<file path="src/rtl/delay_allocator_pkg.sv">
// Shared types and defaults for the delay-line allocator: FSM encoding and
// the default delay-RAM / descriptor geometry.
package delay_allocator_pkg;

  localparam int DELAY_MEM_ADDR_WIDTH = 16;
  localparam int DELAY_N_DELAYS       = 16;
  localparam int DELAY_DATA_WIDTH     = 16;
  localparam int DELAY_REQ_WIDTH      = 32;

  typedef enum logic [1:0] {
    IDLE  = 2'd0,
    CHECK = 2'd1,
    CLEAR = 2'd2,
    DESC  = 2'd3
  } alloc_state_t;

endpackage

</file>
<file path="src/rtl/delay_allocator_if.sv">
// Controller <-> allocator bundle: request/reset pulses in, clear-write and
// descriptor-write strobes out.
interface delay_allocator_if #(
  parameter int MEM_ADDR_WIDTH = 16,
  parameter int N_DELAYS       = 16,
  parameter int DATA_WIDTH     = 16
);
  localparam int IDX_W = (N_DELAYS > 1) ? $clog2(N_DELAYS) : 1;

  // Handshake: alloc_delay is a one-cycle pulse qualified by delay_size_in /
  // init_delay_in in the same cycle; it is accepted only while busy is low,
  // otherwise dropped with a one-cycle alloc_error. mem_clr_we and desc_we are
  // fire-and-forget write strobes with no back-pressure.
  logic [1:0]                alloc_delay;
  logic [31:0]               delay_size_in;
  logic [31:0]               init_delay_in;
  logic [1:0]                pipeline_full_reset;
  logic                      busy;
  logic                      alloc_error;
  logic                      mem_clr_we;
  logic [MEM_ADDR_WIDTH-1:0] mem_clr_addr;
  logic [DATA_WIDTH-1:0]     mem_clr_data;
  logic                      desc_we;
  logic                      desc_pipeline;
  logic [IDX_W-1:0]          desc_index;
  logic [MEM_ADDR_WIDTH-1:0] desc_base;
  logic [MEM_ADDR_WIDTH-1:0] desc_size;
  logic [MEM_ADDR_WIDTH-1:0] desc_init;

  modport master (
    output alloc_delay, delay_size_in, init_delay_in, pipeline_full_reset,
    input  busy, alloc_error, mem_clr_we, mem_clr_addr, mem_clr_data,
    input  desc_we, desc_pipeline, desc_index, desc_base, desc_size, desc_init
  );

  modport slave (
    input  alloc_delay, delay_size_in, init_delay_in, pipeline_full_reset,
    output busy, alloc_error, mem_clr_we, mem_clr_addr, mem_clr_data,
    output desc_we, desc_pipeline, desc_index, desc_base, desc_size, desc_init
  );

endinterface

</file>
<file path="src/rtl/delay_allocator_clear_engine.sv">
// Walks a freshly carved region, emitting one zeroing write per cycle from
// base upward; done is high during the final write.
module delay_allocator_clear_engine #(
  parameter int MEM_ADDR_WIDTH = 16
) (
  input  logic                      clk,
  input  logic                      reset,
  input  logic                      start,
  input  logic                      abort,
  input  logic [MEM_ADDR_WIDTH-1:0] base,
  input  logic [MEM_ADDR_WIDTH-1:0] len,
  output logic                      we,
  output logic [MEM_ADDR_WIDTH-1:0] addr,
  output logic                      done
);

  logic [MEM_ADDR_WIDTH-1:0] remaining;

  assign done = we && (remaining == MEM_ADDR_WIDTH'(1));

  always_ff @(posedge clk) begin
    if (reset) begin
      we        <= 1'b0;
      addr      <= '0;
      remaining <= '0;
    end else if (abort) begin
      we        <= 1'b0;
      remaining <= '0;
    end else if (start) begin
      we        <= 1'b1;
      addr      <= base;
      remaining <= len;
    end else if (we) begin
      if (remaining == MEM_ADDR_WIDTH'(1)) begin
        we <= 1'b0;
      end else begin
        addr      <= addr + MEM_ADDR_WIDTH'(1);
        remaining <= remaining - MEM_ADDR_WIDTH'(1);
      end
    end
  end

endmodule

</file>
<file path="src/rtl/delay_allocator.sv">
// Carves delay-line regions out of the shared delay RAM (one half per
// pipeline), zeroes each region and emits one descriptor per allocation.
module delay_allocator
  import delay_allocator_pkg::*;
#(
  parameter int MEM_ADDR_WIDTH = DELAY_MEM_ADDR_WIDTH,
  parameter int N_DELAYS       = DELAY_N_DELAYS,
  parameter int DATA_WIDTH     = DELAY_DATA_WIDTH
) (
  input  logic              clk,
  input  logic              reset,
  delay_allocator_if.slave  bus,
  output alloc_state_t      dbg_state
);

  localparam int HALF  = 2 ** (MEM_ADDR_WIDTH - 1);
  localparam int CNT_W = $clog2(N_DELAYS + 1);
  localparam int IDX_W = (N_DELAYS > 1) ? $clog2(N_DELAYS) : 1;

  alloc_state_t              state;
  logic                      p_q;
  logic [31:0]               size_q;
  logic [31:0]               init_q;
  logic [MEM_ADDR_WIDTH-1:0] base_q;
  logic [MEM_ADDR_WIDTH-1:0] free_ptr [2];
  logic [CNT_W-1:0]          count    [2];

  logic                      req_ok;
  logic                      abort_job;
  logic                      clr_start;
  logic                      clr_done;
  logic [MEM_ADDR_WIDTH-1:0] clr_base;

  assign dbg_state         = state;
  assign bus.mem_clr_data  = DATA_WIDTH'(0);
  assign abort_job         = (state != IDLE) && bus.pipeline_full_reset[p_q];
  assign clr_base          = (p_q ? MEM_ADDR_WIDTH'(HALF) : '0) + free_ptr[p_q];
  assign clr_start         = (state == CHECK) && req_ok && !abort_job;

  // Remaining space is computed in 32 bits from free_ptr <= HALF, so it never wraps.
  always_comb begin
    req_ok = 1'b1;
    if (size_q == 32'd0)                                       req_ok = 1'b0;
    if (size_q > (32'(HALF) - 32'(free_ptr[p_q])))            req_ok = 1'b0;
    if (init_q >= size_q)                                      req_ok = 1'b0;
    if (count[p_q] == CNT_W'(N_DELAYS))                        req_ok = 1'b0;
    if ((size_q >> MEM_ADDR_WIDTH) != 32'd0)                   req_ok = 1'b0;
    if ((init_q >> MEM_ADDR_WIDTH) != 32'd0)                   req_ok = 1'b0;
  end

  delay_allocator_clear_engine #(.MEM_ADDR_WIDTH(MEM_ADDR_WIDTH)) u_clear (
    .clk   (clk),
    .reset (reset),
    .start (clr_start),
    .abort (abort_job),
    .base  (clr_base),
    .len   (MEM_ADDR_WIDTH'(size_q)),
    .we    (bus.mem_clr_we),
    .addr  (bus.mem_clr_addr),
    .done  (clr_done)
  );

  always_ff @(posedge clk) begin
    if (reset) begin
      state             <= IDLE;
      p_q               <= 1'b0;
      size_q            <= '0;
      init_q            <= '0;
      base_q            <= '0;
      bus.busy          <= 1'b0;
      bus.alloc_error   <= 1'b0;
      bus.desc_we       <= 1'b0;
      bus.desc_pipeline <= 1'b0;
      bus.desc_index    <= '0;
      bus.desc_base     <= '0;
      bus.desc_size     <= '0;
      bus.desc_init     <= '0;
      for (int q = 0; q < 2; q++) begin
        free_ptr[q] <= '0;
        count[q]    <= '0;
      end
    end else begin
      bus.alloc_error <= 1'b0;
      bus.desc_we     <= 1'b0;
      if (state != IDLE && bus.alloc_delay != 2'b00) bus.alloc_error <= 1'b1;
      case (state)
        IDLE: begin
          if (bus.alloc_delay == 2'b01 || bus.alloc_delay == 2'b10) begin
            p_q      <= bus.alloc_delay[1];
            size_q   <= bus.delay_size_in;
            init_q   <= bus.init_delay_in;
            bus.busy <= 1'b1;
            state    <= CHECK;
          end else if (bus.alloc_delay == 2'b11) begin
            bus.alloc_error <= 1'b1;
          end
        end
        CHECK: begin
          if (abort_job) begin
            bus.busy <= 1'b0;
            state    <= IDLE;
          end else if (!req_ok) begin
            bus.alloc_error <= 1'b1;
            bus.busy        <= 1'b0;
            state           <= IDLE;
          end else begin
            base_q <= clr_base;
            state  <= CLEAR;
          end
        end
        CLEAR: begin
          if (abort_job) begin
            bus.busy <= 1'b0;
            state    <= IDLE;
          end else if (clr_done) begin
            bus.desc_we       <= 1'b1;
            bus.desc_pipeline <= p_q;
            bus.desc_index    <= IDX_W'(count[p_q]);
            bus.desc_base     <= base_q;
            bus.desc_size     <= MEM_ADDR_WIDTH'(size_q);
            bus.desc_init     <= MEM_ADDR_WIDTH'(init_q);
            state             <= DESC;
          end
        end
        DESC: begin
          bus.busy <= 1'b0;
          state    <= IDLE;
          if (!abort_job) begin
            count[p_q]    <= count[p_q] + CNT_W'(1);
            free_ptr[p_q] <= free_ptr[p_q] + MEM_ADDR_WIDTH'(size_q);
          end
        end
        default: state <= IDLE;
      endcase
      // Applied last so a full reset overrides any same-cycle bookkeeping.
      for (int q = 0; q < 2; q++) begin
        if (bus.pipeline_full_reset[q]) begin
          free_ptr[q] <= '0;
          count[q]    <= '0;
        end
      end
    end
  end

endmodule

</file>
<file path="src/flat_wrapper.sv">
// flat-port wrapper written by rule: the top's interface ports become plain ports
module delay_allocator_flat import delay_allocator_pkg::*;
#(
  parameter int MEM_ADDR_WIDTH = DELAY_MEM_ADDR_WIDTH,
  parameter int N_DELAYS       = DELAY_N_DELAYS,
  parameter int DATA_WIDTH     = DELAY_DATA_WIDTH
)
  (clk, reset, dbg_state, bus_alloc_delay, bus_delay_size_in, bus_init_delay_in, bus_pipeline_full_reset, bus_busy, bus_alloc_error, bus_mem_clr_we, bus_mem_clr_addr, bus_mem_clr_data, bus_desc_we, bus_desc_pipeline, bus_desc_index, bus_desc_base, bus_desc_size, bus_desc_init);
  delay_allocator_if #(.MEM_ADDR_WIDTH(MEM_ADDR_WIDTH), .N_DELAYS(N_DELAYS), .DATA_WIDTH(DATA_WIDTH)) bus_i ();
  input  logic clk;
  input  logic reset;
  output alloc_state_t dbg_state;
  input wire logic [$bits(bus_i.alloc_delay)-1:0] bus_alloc_delay;
  input wire logic [$bits(bus_i.delay_size_in)-1:0] bus_delay_size_in;
  input wire logic [$bits(bus_i.init_delay_in)-1:0] bus_init_delay_in;
  input wire logic [$bits(bus_i.pipeline_full_reset)-1:0] bus_pipeline_full_reset;
  output wire logic [$bits(bus_i.busy)-1:0] bus_busy;
  output wire logic [$bits(bus_i.alloc_error)-1:0] bus_alloc_error;
  output wire logic [$bits(bus_i.mem_clr_we)-1:0] bus_mem_clr_we;
  output wire logic [$bits(bus_i.mem_clr_addr)-1:0] bus_mem_clr_addr;
  output wire logic [$bits(bus_i.mem_clr_data)-1:0] bus_mem_clr_data;
  output wire logic [$bits(bus_i.desc_we)-1:0] bus_desc_we;
  output wire logic [$bits(bus_i.desc_pipeline)-1:0] bus_desc_pipeline;
  output wire logic [$bits(bus_i.desc_index)-1:0] bus_desc_index;
  output wire logic [$bits(bus_i.desc_base)-1:0] bus_desc_base;
  output wire logic [$bits(bus_i.desc_size)-1:0] bus_desc_size;
  output wire logic [$bits(bus_i.desc_init)-1:0] bus_desc_init;
  assign bus_i.alloc_delay = bus_alloc_delay;
  assign bus_i.delay_size_in = bus_delay_size_in;
  assign bus_i.init_delay_in = bus_init_delay_in;
  assign bus_i.pipeline_full_reset = bus_pipeline_full_reset;
  assign bus_busy = bus_i.busy;
  assign bus_alloc_error = bus_i.alloc_error;
  assign bus_mem_clr_we = bus_i.mem_clr_we;
  assign bus_mem_clr_addr = bus_i.mem_clr_addr;
  assign bus_mem_clr_data = bus_i.mem_clr_data;
  assign bus_desc_we = bus_i.desc_we;
  assign bus_desc_pipeline = bus_i.desc_pipeline;
  assign bus_desc_index = bus_i.desc_index;
  assign bus_desc_base = bus_i.desc_base;
  assign bus_desc_size = bus_i.desc_size;
  assign bus_desc_init = bus_i.desc_init;
  delay_allocator #(.MEM_ADDR_WIDTH(MEM_ADDR_WIDTH), .N_DELAYS(N_DELAYS), .DATA_WIDTH(DATA_WIDTH)) u_core (.clk(clk), .reset(reset), .bus(bus_i), .dbg_state(dbg_state));
endmodule
</file>
<file path="config.mk">
export PLATFORM = sky130hd
export DESIGN_NAME = delay_allocator_flat
export DESIGN_NICKNAME = d
export VERILOG_FILES = /design/src/rtl/delay_allocator_pkg.sv /design/src/rtl/delay_allocator_if.sv /design/src/rtl/delay_allocator_clear_engine.sv /design/src/rtl/delay_allocator.sv /design/src/flat_wrapper.sv
export SDC_FILE = /design/constraint.sdc
export NUM_CORES = 1
export LEC_CHECK = 0
export CAP_MARGIN = 20
export CORE_AREA = 2 2 177 197
export CTS_CLUSTER_DIAMETER = 60
export DETAILED_ROUTE_END_ITERATION = 16
export DIE_AREA = 0 0 179 199
export PLACE_DENSITY = 0.55
export SYNTH_ARGS = -nofsm -noshare
export SYNTH_HDL_FRONTEND = slang
export SYNTH_HIERARCHICAL = 1
export SYNTH_SLANG_ARGS = --single-unit
</file>
<file path="constraint.sdc">
create_clock -name clk -period 7.6 [get_ports clk]
set_input_delay 1.14 -clock clk [delete_from_list [all_inputs] [get_ports clk]]
set_output_delay 1.14 -clock clk [all_outputs]
set_load 0.05 [all_outputs]
</file>
# Yosys cells after proc, flatten, opt, wreduce, memory -nomap -nowiden
# Memories as Yosys holds them, arrays and structs flattened. A register that Yosys moved wholly into a read port is not among the register bits.
# Cells that the tools add are included.
dict set report classes {
  n_addsub 6
  multipliers 0
  div_mod_pow 0
  n_lt_le_gt_ge 3
  eq_ne 13
  shifts 0
  mux 56
  bitwise 6
  reduce_logical 23
}
# op n
set ops {}
lappend ops {{$mux 16} 9}
lappend ops {{$reduce_bool 32->1} 2}
lappend ops {{$mux 1} 37}
lappend ops {{$add 16x16->16} 2}
lappend ops {{$ge 32x32->1} 1}
lappend ops {{$gt 32x32->1} 1}
lappend ops {{$logic_not 32->1} 1}
lappend ops {{$sub 16x16->17 const A} 1}
lappend ops {{$add 16x1->16 const B} 1}
lappend ops {{$eq 16x1->1 const B} 1}
lappend ops {{$sub 16x1->16 const B} 1}
lappend ops {{$reduce_and 3->1} 4}
lappend ops {{$mux 2} 5}
lappend ops {{$mux 5} 2}
lappend ops {{$eq 2x2->1 const B} 4}
lappend ops {{$pmux 2 s4} 1}
lappend ops {{$ne 2x1->1 const B} 3}
lappend ops {{$reduce_and 2->1} 3}
lappend ops {{$reduce_bool 2->1} 3}
lappend ops {{$add 5x1->5 const B} 1}
lappend ops {{$eq 5x5->1 const B} 1}
lappend ops {{$logic_and 1x1->1} 5}
lappend ops {{$eq 2x1->1 const B} 2}
lappend ops {{$or 1x1->1} 4}
lappend ops {{other kinds (11)} 12}
dict set report totals {
  register_bits 172
  latchBits 0
  ram_bits 42
  romBits 0
  in_bits 70
  out_inout_bits 91
  wordCells 125
  mem_count 2
}
# memory depth width rd rd_ports_with_merged_regs wr line_no
set memory_table {}
lappend memory_table {u_core.free_ptr 2 16 1 1 3 delay_allocator.sv:25} ;# logic [MEM_ADDR_WIDTH-1:0] free_ptr [2];
lappend memory_table {u_core.count 2 5 1 1 3 delay_allocator.sv:26} ;# logic [CNT_W-1:0] count [2];

# Longest topological paths before layout
# Gate-level depths: netlist of the first run.
dict set report logic_depth {
  word_depth 11
  mapped_depth 24
  mapped_depth_nobuf 19
}

# Hierarchy
# Netlist of the first run, hierarchy kept.
# module n_inst cells_per_inst area_per_inst_um2 seq_area_each_um2
set modules_own_cells {}
lappend modules_own_cells {delay_allocator 1 1127 9628.0 4063.9}
lappend modules_own_cells {delay_allocator_clear_engine 1 257 2016.9 660.6}

# Least setup slack after synthesis of the first run
# Ideal clock, no wire load.
dict set report synth_timing {
  path_kind {register -> register}
  start {reg (tool-made name)}
  end {reg u_core.u_clear.addr[13]}
  setup_ps 117
  arrival_ps 5506
  required_time_ps 7483
  setup_slack_ps 1977
  path_stages_with_launch 23
  n_path_buf 6
  synth_period_minus_slack_ps 5623
  path_cell_list {dfxtp_1 -> clkbuf_1 -> buf_2 -> mux2i_1 -> ha_1 -> o21ai_0 -> or3_1 -> clkbuf_1 -> nor3_1 -> or2_2 -> ha_1 -> nand4_2 -> or4_4 -> nor2_2 -> nor3_1 -> or4_1 -> nor4_1 -> and4_1 -> clkbuf_1 -> buf_1 -> clkbuf_1 -> o21bai_1 -> a32o_1}
}
# item line_no
set synth_lines {}
lappend synth_lines {{to (signal assigned)} delay_allocator_clear_engine.sv:31} ;# addr <= base;
lappend synth_lines {{to (signal assigned)} delay_allocator_clear_engine.sv:37} ;# addr <= addr + MEM_ADDR_WIDTH'(1);
lappend synth_lines {{to (decl)} delay_allocator_clear_engine.sv:13} ;# output logic [MEM_ADDR_WIDTH-1:0] addr,

==> out/results.ini, run 1 <==
[floorplan]
placementRows = 71
die_x_um = 179
io_pins = 161
dieHeight_um = 199
die_area_um2 = 35620
core_area_um2 = 33670
initial_utilization_pct = 34.59

[placement]
io_buffers = 144
dp_hpwl_um = 24210
dp_cells = 1907
gp_congestion = 0.8733

[logic_synthesis]
ys_dominant_reg_cell = dfxtp_1
synth_edf_count = 42
yosys_warnings = 6
synth_seq_cells = 215
yosysUniqueCellTypes = 73
syn_avg_cell_area_um2 = 8.414
syn_area_um2 = 11640
synth-seq-area-share_pct = 40.57
syn_inst = 1384
async_flop_share_pct = 0

[power]
peakVddDrop_v = 0.0001392
p_per_area_nw_per_um2 = 206.5
leakagePower_uw = 0.005418

[critical_path]
cp-start-kind = flip-flop
critPathMaxFanout = 36
crit_arrival_ns = 7.30
required_ns = 8.02
regToRegEndpoint = u_core/u_clear/addr[13]$_SDFFE_PP0P_
critPathKind = flip-flop to flip-flop
ff2ff_path_depth = 18
reg2reg_setup_slack_ns = 0.72
end_kind = flip-flop

[run]
max-cap-violations = 0

[timing]
rsz0062_at_grt = no
setup_violations = 0
clock.fmax_mhz = 145.5
finalHoldViolCount = 0
finalMaxSlewViolations = 0
finalSetupTns_ns = 0
fin_crit_ns = 6.875
fin_worst_skew_ns = 0.02459
worst_slew_pin_slew_ns = 1.051
slew_headroom_pct = 29.91
period_share_pct = 90.46

[clock_tree]
tritoncts = built
ctsRootBufferMaster = clkbuf_16
cts_setup_buffers = 0
htree_levels = 1
cts_buffer_depth = 3
cts_resized = 0
clkSinkCount = 215
clock_latency_ns = 0.54
cts_made_buffers = 27
holdBufCountCts = 0
clk_pin_slew_ns = 0.06

[routing]
drt_iter0_drc = 522
wl_per_cell_um = 17.51
vias_per_cell = 5.206
route.antenna.remaining_nets = 0
vias = 10182
drc_errors = 0
wl_um = 34250
dr.pass1.iters = 4

[layout]
seqCellArea_um2 = 4725
nFillCells = 3389
drive_gt1_share_pct = 6.658
nNetsFinal = 1657
layoutNonFillerInstCount = 1956
multiInputGateArea_um2 = 6319
syn_to_final_growth_pct = 22.99

[global_route]
overflow = 0
grt_max_degree = 91
grt_usage_pct = 18.92
grt_pass1_wl_um = 53250
antenna_found_initial = 1
grt_pass1_vias = 9718

[worst_hold_path]
worstHoldStart = u_core/base_q[0]$_SDFFE_PP0P_
hp-class = flip-flop to flip-flop
worstHoldPathCells = 2
hold_end = u_core/bus.desc_base[0]$_SDFFE_PP0P_

[status]
outcome = finished, final reports clean

[cell usage after synthesis (4+ instances only)]
| master | count | area (um^2) |
|---|---|---|
| a21o_1 | 9 | 67.56 |
| buf_4 | 17 | 127.6 |
| or2_2 | 7 | 43.79 |
| inv_1 | 61 | 229.0 |
| buf_1 | 6 | 22.52 |
| dfxtp_1 | 173 | 3463 |
| nor4_1 | 29 | 181.4 |
| a2111oi_0 | 6 | 52.55 |
| mux2_2 | 12 | 135.1 |
| and2_1 | 5 | 31.28 |
| edfxtp_1 | 42 | 1261 |
| o211ai_1 | 7 | 52.55 |
| or3_1 | 6 | 37.54 |
| mux2i_1 | 24 | 240.2 |
| nand4_1 | 24 | 150.1 |
| o32ai_1 | 6 | 52.55 |
| or4_1 | 7 | 52.55 |
| clkbuf_1 | 60 | 225.2 |
| nand2b_1 | 15 | 93.84 |
| and4_1 | 5 | 43.79 |
| nor3b_1 | 8 | 60.06 |
| ha_1 | 87 | 1089 |
| nor2_1 | 104 | 390.4 |
| mux2_4 | 6 | 90.09 |
| xnor2_1 | 28 | 245.2 |
| and3_1 | 4 | 25.02 |
| nand2_1 | 265 | 994.7 |
| a211oi_1 | 8 | 60.06 |
| a21oi_1 | 176 | 880.8 |
| a31oi_1 | 5 | 31.28 |
| xor2_1 | 16 | 140.1 |
| nor3_1 | 28 | 140.1 |
| nor2b_1 | 17 | 106.4 |
| nand3_1 | 17 | 85.08 |
| o21ai_0 | 32 | 160.2 |
[critical path: stages (launching register included)]
cell,delay (ns)
dfxtp_1,0.91
mux2i_1,0.52
ha_1,0.27
o21ai_0,0.13
or3_1,0.45
nor3_1,0.16
or2_2,0.34
ha_1,0.22
nand4_1,0.20
or4_4,0.56
nor2_2,0.14
nor3_1,0.08
or4_1,0.41
nor4_1,0.56
and4_1,0.53
buf_4,0.43
o31ai_4,0.30
o21bai_1,0.25
a32o_1,0.26
[metal layers]
metal / up-vias / part of all wire [%] / global-route usage, %
met2: 246 / 48 / 32.62
met1: 4839 / 45 / 24.61
met4: 0 / 2.3 / 5.330
li1: 5049 / - / -
met5: - / 0 / 0
met3: 48 / 4.5 / 2.523
[kinds of logic (layout without fill, tap and decap cells)]
group | count (synthesis) | count (layout) | synth area share [%]
AOI/OAI and AO/OA | 285 | 285 | 14.57
xor gates and xnor gates | 44 | 44 | 3.309
adders and majority gates | 88 | 88 | 9.520
buffers and inverters | 152 | 270 | 5.748
DFF | 215 | 215 | 40.57
muxes | 42 | 42 | 3.997
other | 1 | 17 | 0.03220
and+or+nand+nor | 557 | 557 | 22.25
[flip-flops by register name, summed over array words and instances (netlist names), named ones only]
register,count
u_core/base_q,16
u_core/bus.alloc_error,1
u_core/bus.busy,1
u_core/bus.desc_base,16
u_core/bus.desc_index,4
u_core/bus.desc_init,16
u_core/bus.desc_pipeline,1
u_core/bus.desc_size,16
u_core/bus.desc_we,1
u_core/count,10
u_core/dbg_state,2
u_core/free_ptr,32
u_core/init_q,32
u_core/p_q,1
u_core/size_q,32
u_core/u_clear/addr,16
u_core/u_clear/remaining,16
u_core/u_clear/we,1
[power breakdown]
part / leakage (uW) / switching, uW / internal, uW
clock: 0.000441 / 487 / 782
sequential: 0.00187 / 62.9 / 1200
combinational: 0.00310 / 253 / 172
total: 0.00542 / 803 / 2160
[cells in the final DEF, fill, tap and decap left out, types with 5 or more instances in the layout]
cell type and n:
nand2_1 264, clkbuf_1 7, nor3b_1 8, clkbuf_16 32, mux2_4 6, dfxtp_1 173
nor4_1 29, o21ai_0 32, a21o_1 9, edfxtp_1 42, nor2_1 103, mux2_2 12
and4_1 5, or4_1 7, mux2i_1 24, conb_1 16, nand3_1 17, a21oi_1 176
buf_4 15, nor2b_1 17, or2_2 7, xor2_1 16, xnor2_1 28, a211oi_1 8
nand2b_1 15, a2111oi_0 6, ha_1 87, a31oi_1 5, nor3_1 28, o32ai_1 6
clkdlybuf4s50_1 143, nand4_1 24, inv_1 61, or3_1 6, o211ai_1 7
[how the worst max path moves through the flow]
stage	endpoint	slack (ns)	start
floorplan	u_core/u_clear/addr[13]$_SDFFE_PP0P_	1.98	flip-flop
global placement	u_core/u_clear/addr[13]$_SDFFE_PP0P_	1.13	flip-flop
detailed placement	u_core/u_clear/addr[13]$_SDFFE_PP0P_	0.90	flip-flop
CTS	u_core/u_clear/addr[13]$_SDFFE_PP0P_	0.85	flip-flop
global route	u_core/u_clear/addr[13]$_SDFFE_PP0P_	0.30	flip-flop
finish	u_core/u_clear/addr[13]$_SDFFE_PP0P_	0.72	flip-flop
[stage by stage]
stage	utilization, %	hold slack (ns)	total power [uW]	setup WS [ns]	instance area [um^2]
after CTS	42.45	0.4506	2987	0.8467	14290
final	42.54	0.4463	2958	0.7249	14320
after global routing	42.54	0.4725	3091	0.3035	14320
after floorplan	-	0.4274	1564	1.977	11700
after global placement	39.72	0.4367	1701	1.132	13370
after detailed placement	39.77	0.4412	1711	0.8986	13390
[layout make-up]
class	count	area share, %
multi-input combinational	1032	44.12
timing repair buffer	160	11.11
sequential	215	32.99
clock buffer	42	6.063
antenna	1	0.01747
tap	438	3.826
inverter	63	1.651
clock inverter	5	0.2271
Power figures use the tool's default switching activity.
==> run 2, diff against run 1 <==
==> constraint.sdc (replaced) <==
create_clock -name clk -period 7 [get_ports clk]
set_input_delay 1.05 -clock clk [delete_from_list [all_inputs] [get_ports clk]]
set_output_delay 1.05 -clock clk [all_outputs]
set_load 0.05 [all_outputs]
==> run 2 against run 1 <==
Effect of this change: sequential share of layout area fell by 0.057 points; count of clock-buffer cells in the layout is 3 lower; combinational power up 9.9%; highest routed layer unchanged.
==> out/results.ini, run 2 (synthesis results as in run 1) <==
[timing]
fin_ws_ns = 0.5530  ; was 0.7249 ns
fin_crit_ns = 6.447  ; was 6.875 ns
finalSetupTns_ns = 0  ; unchanged
finalMaxSlewViolations = 0  ; unchanged
period_share_pct = 92.10  ; was 90.46%
fin_worst_skew_ns = 0.01946  ; was 0.02459 ns
holdWs_ns = 0.4481  ; was 0.4463 ns
clock.fmax_mhz = 155.1  ; was 145.5 MHz
rsz0062_at_grt = no  ; unchanged
slew_headroom_pct = 29.73  ; was 29.91%
setup_violations = 0  ; unchanged
finalHoldViolCount = 0  ; unchanged
worst_slew_pin_slew_ns = 1.054  ; was 1.051 ns

[floorplan]
placementRows = 71  ; unchanged
die_area_um2 = 35620  ; unchanged
core_area_um2 = 33670  ; unchanged
dieHeight_um = 199  ; unchanged
initial_utilization_pct = 34.59  ; unchanged
io_pins = 161  ; unchanged
die_x_um = 179  ; unchanged

[critical_path]
critPathMaxStageDelay_ns = 0.56  ; was 0.91 ns
cp-start-kind = flip-flop  ; unchanged
regToRegEndpoint = u_core/u_clear/addr[13]$_SDFFE_PP0P_  ; unchanged
ff2ff_path_depth = 19  ; was 18
end_kind = flip-flop  ; unchanged
critPathKind = flip-flop to flip-flop  ; unchanged
critPathMaxFanout = 36  ; unchanged
path_cells = buf_4 -> mux2i_1 -> ha_1 -> o21ai_0 -> or3_1 -> nor3_1 -> or2_2 -> ha_1 -> nand4_1 -> or4_4 -> nor2_2 -> nor3_1 -> or4_1 -> nor4_1 -> and4_1 -> buf_4 -> o31ai_4 -> o21bai_1 -> a32o_1  ; was mux2i_1 -> ha_1 -> o21ai_0 -> or3_1 -> nor3_1 -> or2_2 -> ha_1 -> nand4_1 -> or4_4 -> nor2_2 -> nor3_1 -> or4_1 -> nor4_1 -> and4_1 -> buf_4 -> o31ai_4 -> o21bai_1 -> a32o_1
required_ns = 7.43  ; was 8.02 ns
cp_slowest_cell = or4_4  ; was dfxtp_1
crit_arrival_ns = 6.87  ; was 7.30 ns
reg2reg_setup_slack_ns = 0.55  ; was 0.72 ns

[power]
p_sw_uw = 892.7  ; was 803.0 uW
peakVddDrop_v = 0.0001601  ; was 0.0001392 V
p_per_area_nw_per_um2 = 223.0  ; was 206.5 nW/um^2
pwr-share-clk_pct = 42.6  ; was 42.9%
seqPwrFrac_pct = 42.8  ; was 42.7%
switching_share_pct = 27.90  ; was 27.15%
power_frac_comb_pct = 14.6  ; was 14.4%
internal_power_uw = 2307  ; was 2155 uW
total_power_uw = 3200  ; was 2958 uW
leakagePower_uw = 0.005432  ; was 0.005418 uW

[routing]
drc_errors = 0  ; unchanged
route.antenna.remaining_nets = 0  ; unchanged
wl_um = 34690  ; was 34250 um
vias = 10176  ; was 10182
dr.pass1.iters = 5  ; was 4
wl_per_cell_um = 17.71  ; was 17.51 um
drt_iter0_drc = 579  ; was 522
vias_per_cell = 5.194  ; was 5.206

[global_route]
met3_usage_pct = 2.351  ; was 2.523%
grt_pass1_wl_um = 54430  ; was 53250 um
grt_pass1_vias = 9904  ; was 9718
grt_max_degree = 83  ; was 91
antenna_found_initial = 0  ; was 1
gr-usage-met2_pct = 33.30  ; was 32.62%
grt_use_met1_pct = 25.48  ; was 24.61%
overflow = 0  ; unchanged
grt_usage_pct = 19.39  ; was 18.92%
busiest_layer = met2  ; unchanged

[clock_tree]
clk_pin_slew_ns = 0.06  ; about the same
cts_setup_buffers = 0  ; unchanged
cts_resized = 0  ; unchanged
htree_levels = 1  ; unchanged
cts_made_buffers = 27  ; unchanged
clock_latency_ns = 0.55  ; was 0.54 ns
ctsRootBufferMaster = clkbuf_16  ; unchanged
tritoncts = built  ; unchanged
clkSinkCount = 215  ; unchanged
cts_buffer_depth = 3  ; unchanged
holdBufCountCts = 0  ; unchanged

[worst_hold_path]
hp-class = flip-flop to flip-flop  ; unchanged
worstHoldPathCells = 2  ; unchanged
hold_end = u_core/bus.desc_base[6]$_SDFFE_PP0P_  ; was u_core/bus.desc_base[0]$_SDFFE_PP0P_
worstHoldStart = u_core/base_q[6]$_SDFFE_PP0P_  ; was u_core/base_q[0]$_SDFFE_PP0P_

[layout]
syn_to_final_growth_pct = 23.21  ; was 22.99%
antennaDiodeCount = 0  ; was 1
top_regs = u_core/free_ptr x32, u_core/init_q x32, u_core/size_q x32  ; unchanged
nNetsFinal = 1658  ; was 1657
layoutNonFillerInstCount = 1959  ; was 1956
final_cell_mix = 264 x nand2_1, 176 x a21oi_1, 173 x dfxtp_1  ; unchanged
drive_gt1_share_pct = 7.035  ; was 6.658%
final_common_cell = nand2_1  ; unchanged

[placement]
dp_cells = 1908  ; was 1907
io_buffers = 144  ; unchanged
place_ws_ns = 0.6043  ; was 0.8986 ns
dp_hpwl_um = 24530  ; was 24210 um
gp_congestion = 0.8633  ; was 0.8733

[status]
outcome = finished, final reports clean  ; unchanged

[run]
max-cap-violations = 0  ; unchanged

[run 2: final cells by class]
| type | count | area, um^2 |
|---|---|---|
| Inverter | 63 | 236.5 |
| Clock inverter | 11 | 96.34 |
| Fill cell | 3376 | 19320 |
| Multi-Input combinational cell | 1032 | 6319 |
| Sequential cell | 215 | 4725 |
| Tap cell | 438 | 548.0 |
| Timing Repair Buffer | 161 | 1639 |
| Clock buffer | 39 | 784.5 |
[run 2: critical path: cells and delay by family, from the launching register on]
family                     cells  cell delay [ns]
DFF                            1             0.35
and+or+nand+nor               10             3.34
muxes                          1             0.41
adders and majority gates      2             0.47
AOI/OAI and AO/OA              4             0.94
buffers and inverters          2             0.78
[run 2: layer usage]
metal | vias up | routed length [um]
met3 | 48 | 1478
met2 | 226 | 16500
met4 | 0 | 783
met1 | 4861 | 15930
met5 | - | 0
li1 | 5041 | -
[run 2: stage by stage]
| stage | area (um^2) | utilization (%) |
|---|---|---|
| 3_3_place_gp | 13360 | 39.69 |
| 5_1_grt | 14350 | 42.61 |
| 2_1_floorplan | 11700 | - |
| 4_1_cts | 14320 | 42.53 |
| 3_5_place_dp | 13440 | 39.92 |
| 6_report | 14350 | 42.61 |
[run 2: power by group through the flow]
stage | sequential [uW] | clock (uW) | combinational (uW)
after detailed placement | 1400 | 0 | 464
final | 1370 | 1360 | 467
after floorplan | 1370 | 0 | 332
after global placement | 1400 | 0 | 452
after global routing | 1370 | 1440 | 526
after CTS | 1370 | 1390 | 467
[run 2: worst max-delay path by stage]
stage / slack, ns / depth (start not counted) / startpoint / to
after floorplan: 1.38 / 22 / flip-flop / u_core/u_clear/addr[13]$_SDFFE_PP0P_
after detailed placement: 0.60 / 19 / flip-flop / u_core/u_clear/addr[13]$_SDFFE_PP0P_
after global placement: 0.87 / 19 / flip-flop / u_core/u_clear/addr[13]$_SDFFE_PP0P_
after global routing: 0.13 / 19 / flip-flop / u_core/u_clear/addr[13]$_SDFFE_PP0P_
final: 0.55 / 19 / flip-flop / u_core/u_clear/addr[13]$_SDFFE_PP0P_
after CTS: 0.58 / 19 / flip-flop / u_core/u_clear/addr[13]$_SDFFE_PP0P_
==> variant: new RTL, settings of run 2 <==
Register the output `dbg_state` once more; this adds one clock of latency there. The other outputs are not delayed to match.
--- a/src/rtl/delay_allocator.sv
+++ b/src/rtl/delay_allocator.sv
@@ -31,7 +31,9 @@
   logic                      clr_done;
   logic [MEM_ADDR_WIDTH-1:0] clr_base;
 
-  assign dbg_state         = state;
+  always_ff @(posedge clk) begin
+    dbg_state <= state;
+  end
   assign bus.mem_clr_data  = DATA_WIDTH'(0);
   assign abort_job         = (state != IDLE) && bus.pipeline_full_reset[p_q];
   assign clr_base          = (p_q ? MEM_ADDR_WIDTH'(HALF) : '0) + free_ptr[p_q];
Behaviour: not the same (a bounded check fails within 4 cycles, from zero or initial values and one cycle with reset high).
==> variant against run 2 <==
Cell count decreased by 0.41%; wire length increased by 0.96%; non-clock buffer count decreased by 2; first-iteration DRC count increased by 16%; worst setup slack improved by 190 ps; hold slack improved by 4.5 ps; sequential cell count increased by 2; area after synthesis decreased by 0.15%; power increased by 3.8%; design area about the same; count of clock-buffer cells in the layout decreased by 2; global-route usage increased by 0.31 points; clock skew decreased by 3.1 ps; largest power group is now the clock network.
==> variant: results (changes against run 2) <==
outcome: "finished clean"  # unchanged
ys_seq_area_share_pct: 41.0  # was 40.6%
wl_met2_um: 16500  # about the same
cp_slowest_cell: "dfxtp_1"  # was or4_4
finalWirelength_um: 35000  # was 34700 um
layout-drive-gt1-share_pct: 6.15  # was 7.03%
tightest_slew_ps: 1010  # was 1050 ps
synth_mux_area_share_pct: 3.63  # was 4.00%
timing.rr.end: "u_core/u_clear/addr[10]$_SDFFE_PP0P_"  # was u_core/u_clear/addr[13]$_SDFFE_PP0P_
cpPeakStageDelay_ps: 680  # was 560 ps
dp_hpwl_um: 25100  # was 24500 um
drtIter0Drc: 674  # was 579
reg.largest.list: "u_core/free_ptr: 32 flops, u_core/init_q: 32 flops, u_core/size_q: 32 flops"  # unchanged
reg2reg_depth: 18  # was 19
synth.area.top_cells: "dfxtp_1 (30%), edfxtp_1 (11%), ha_1 (9.4%)"  # was dfxtp_1 (30%), edfxtp_1 (11%), ha_1 (9.3%)
grt_pass1_vias: 9907  # was 9904
vias: 10235  # was 10176
insertedDiodeCount: 0  # unchanged
synthTopCellsByCount: "nand2_1 (272), a21oi_1 (180), dfxtp_1 (175)"  # was nand2_1 (265), a21oi_1 (176), dfxtp_1 (173)
synth_edf_count: 42  # unchanged
finalClockSkew_ps: 16.3  # was 19.5 ps
grt_use_met3_pct: 2.64  # was 2.35%
path_max_fanout: 40  # was 36
portBuffers: 144  # unchanged
ys_types: 69  # was 73
grt_first_pass_wirelength_um: 55200  # was 54400 um
synth-compound-area-share_pct: 15.7  # was 14.6%
seqPwrFrac_pct: 41.7  # was 42.8%
grt_max_degree: 83  # unchanged
first_pass_iters: 5  # unchanged
grt_usage_pct: 19.7  # was 19.4%
nets: 1654  # was 1658
place_ws_ps: 829  # was 604 ps
synthXorXnorAreaFrac_pct: 3.30  # was 3.31%
arrival_ps: 6710  # was 6870 ps
clk_latency_ps: 540
wl_met1_um: 16000  # was 15900 um
met3_length_um: 1860  # was 1480 um
fin_ws_ps: 741  # was 553 ps
p_leak_nw: 5.30  # was 5.43 nW
gr-usage-met1_pct: 27.0  # was 25.5%
place.gp.congestion: 0.862  # was 0.863
synth_fa_ha_area_share_pct: 9.53  # was 9.52%
internal_power_mw: 2.40  # was 2.31 mW
switching_share_pct: 27.7  # was 27.9%
clockRootBuffer: "clkbuf_16"  # unchanged
pg_clk_mw: 1.42  # was 1.36 mW
crit_path_end: "u_core/u_clear/addr[10]$_SDFFE_PP0P_"  # was u_core/u_clear/addr[13]$_SDFFE_PP0P_
ir_drop_mv: 0.148  # was 0.160 mV
met2_usage_pct: 32.7  # was 33.3%
variant: logic make-up (layout without fill, tap and decap cells):
kind of cell             after synthesis  in the layout
XOR/XNOR                              43             43
AND/OR/NAND/NOR                      537            537
other                                  1             16
AO/OA/AOI/OAI                        309            309
adder cells (fa/ha/maj)               88             88
multiplexers                          40             40
buffers and inverters                147            263
flip-flops                           217            217
variant: metrics by stage:
stage               instance area [um2]  std cells
finish                            14300       1951
floorplan                         11700       1397
detailed placement                13400       1903
global placement                  13400       1902
CTS                               14300       1949
global route                      14300       1951
variant: worst min path at each step:
stage / from / endpoint / slack, ps / cells after the start
floorplan: u_core/state[0]$_SDFFE_PP0P_ / u_core/dbg_state[0]$_DFF_P_ / 330 / 0
global placement: u_core/bus.desc_base[5]$_SDFFE_PP0P_ / u_core/bus.desc_base[5]$_SDFFE_PP0P_ / 440 / 2
detailed placement: u_core/base_q[13]$_SDFFE_PP0P_ / u_core/bus.desc_base[13]$_SDFFE_PP0P_ / 440 / 2
CTS: u_core/bus.desc_init[6]$_SDFFE_PP0P_ / u_core/bus.desc_init[6]$_SDFFE_PP0P_ / 450 / 2
global route: u_core/base_q[13]$_SDFFE_PP0P_ / u_core/bus.desc_base[13]$_SDFFE_PP0P_ / 460 / 2
finish: u_core/bus.desc_init[6]$_SDFFE_PP0P_ / u_core/bus.desc_init[6]$_SDFFE_PP0P_ / 450 / 2
variant: area by class of cell:
cell class / instances / area, um2
inverter: 58 / 218
fill: 3341 / 19300
tap: 438 / 548
clock buffer: 37 / 807
timing repair buffer: 159 / 1600
clock inverter: 9 / 108
multi-input combinational: 1033 / 6300
sequential: 217 / 4760
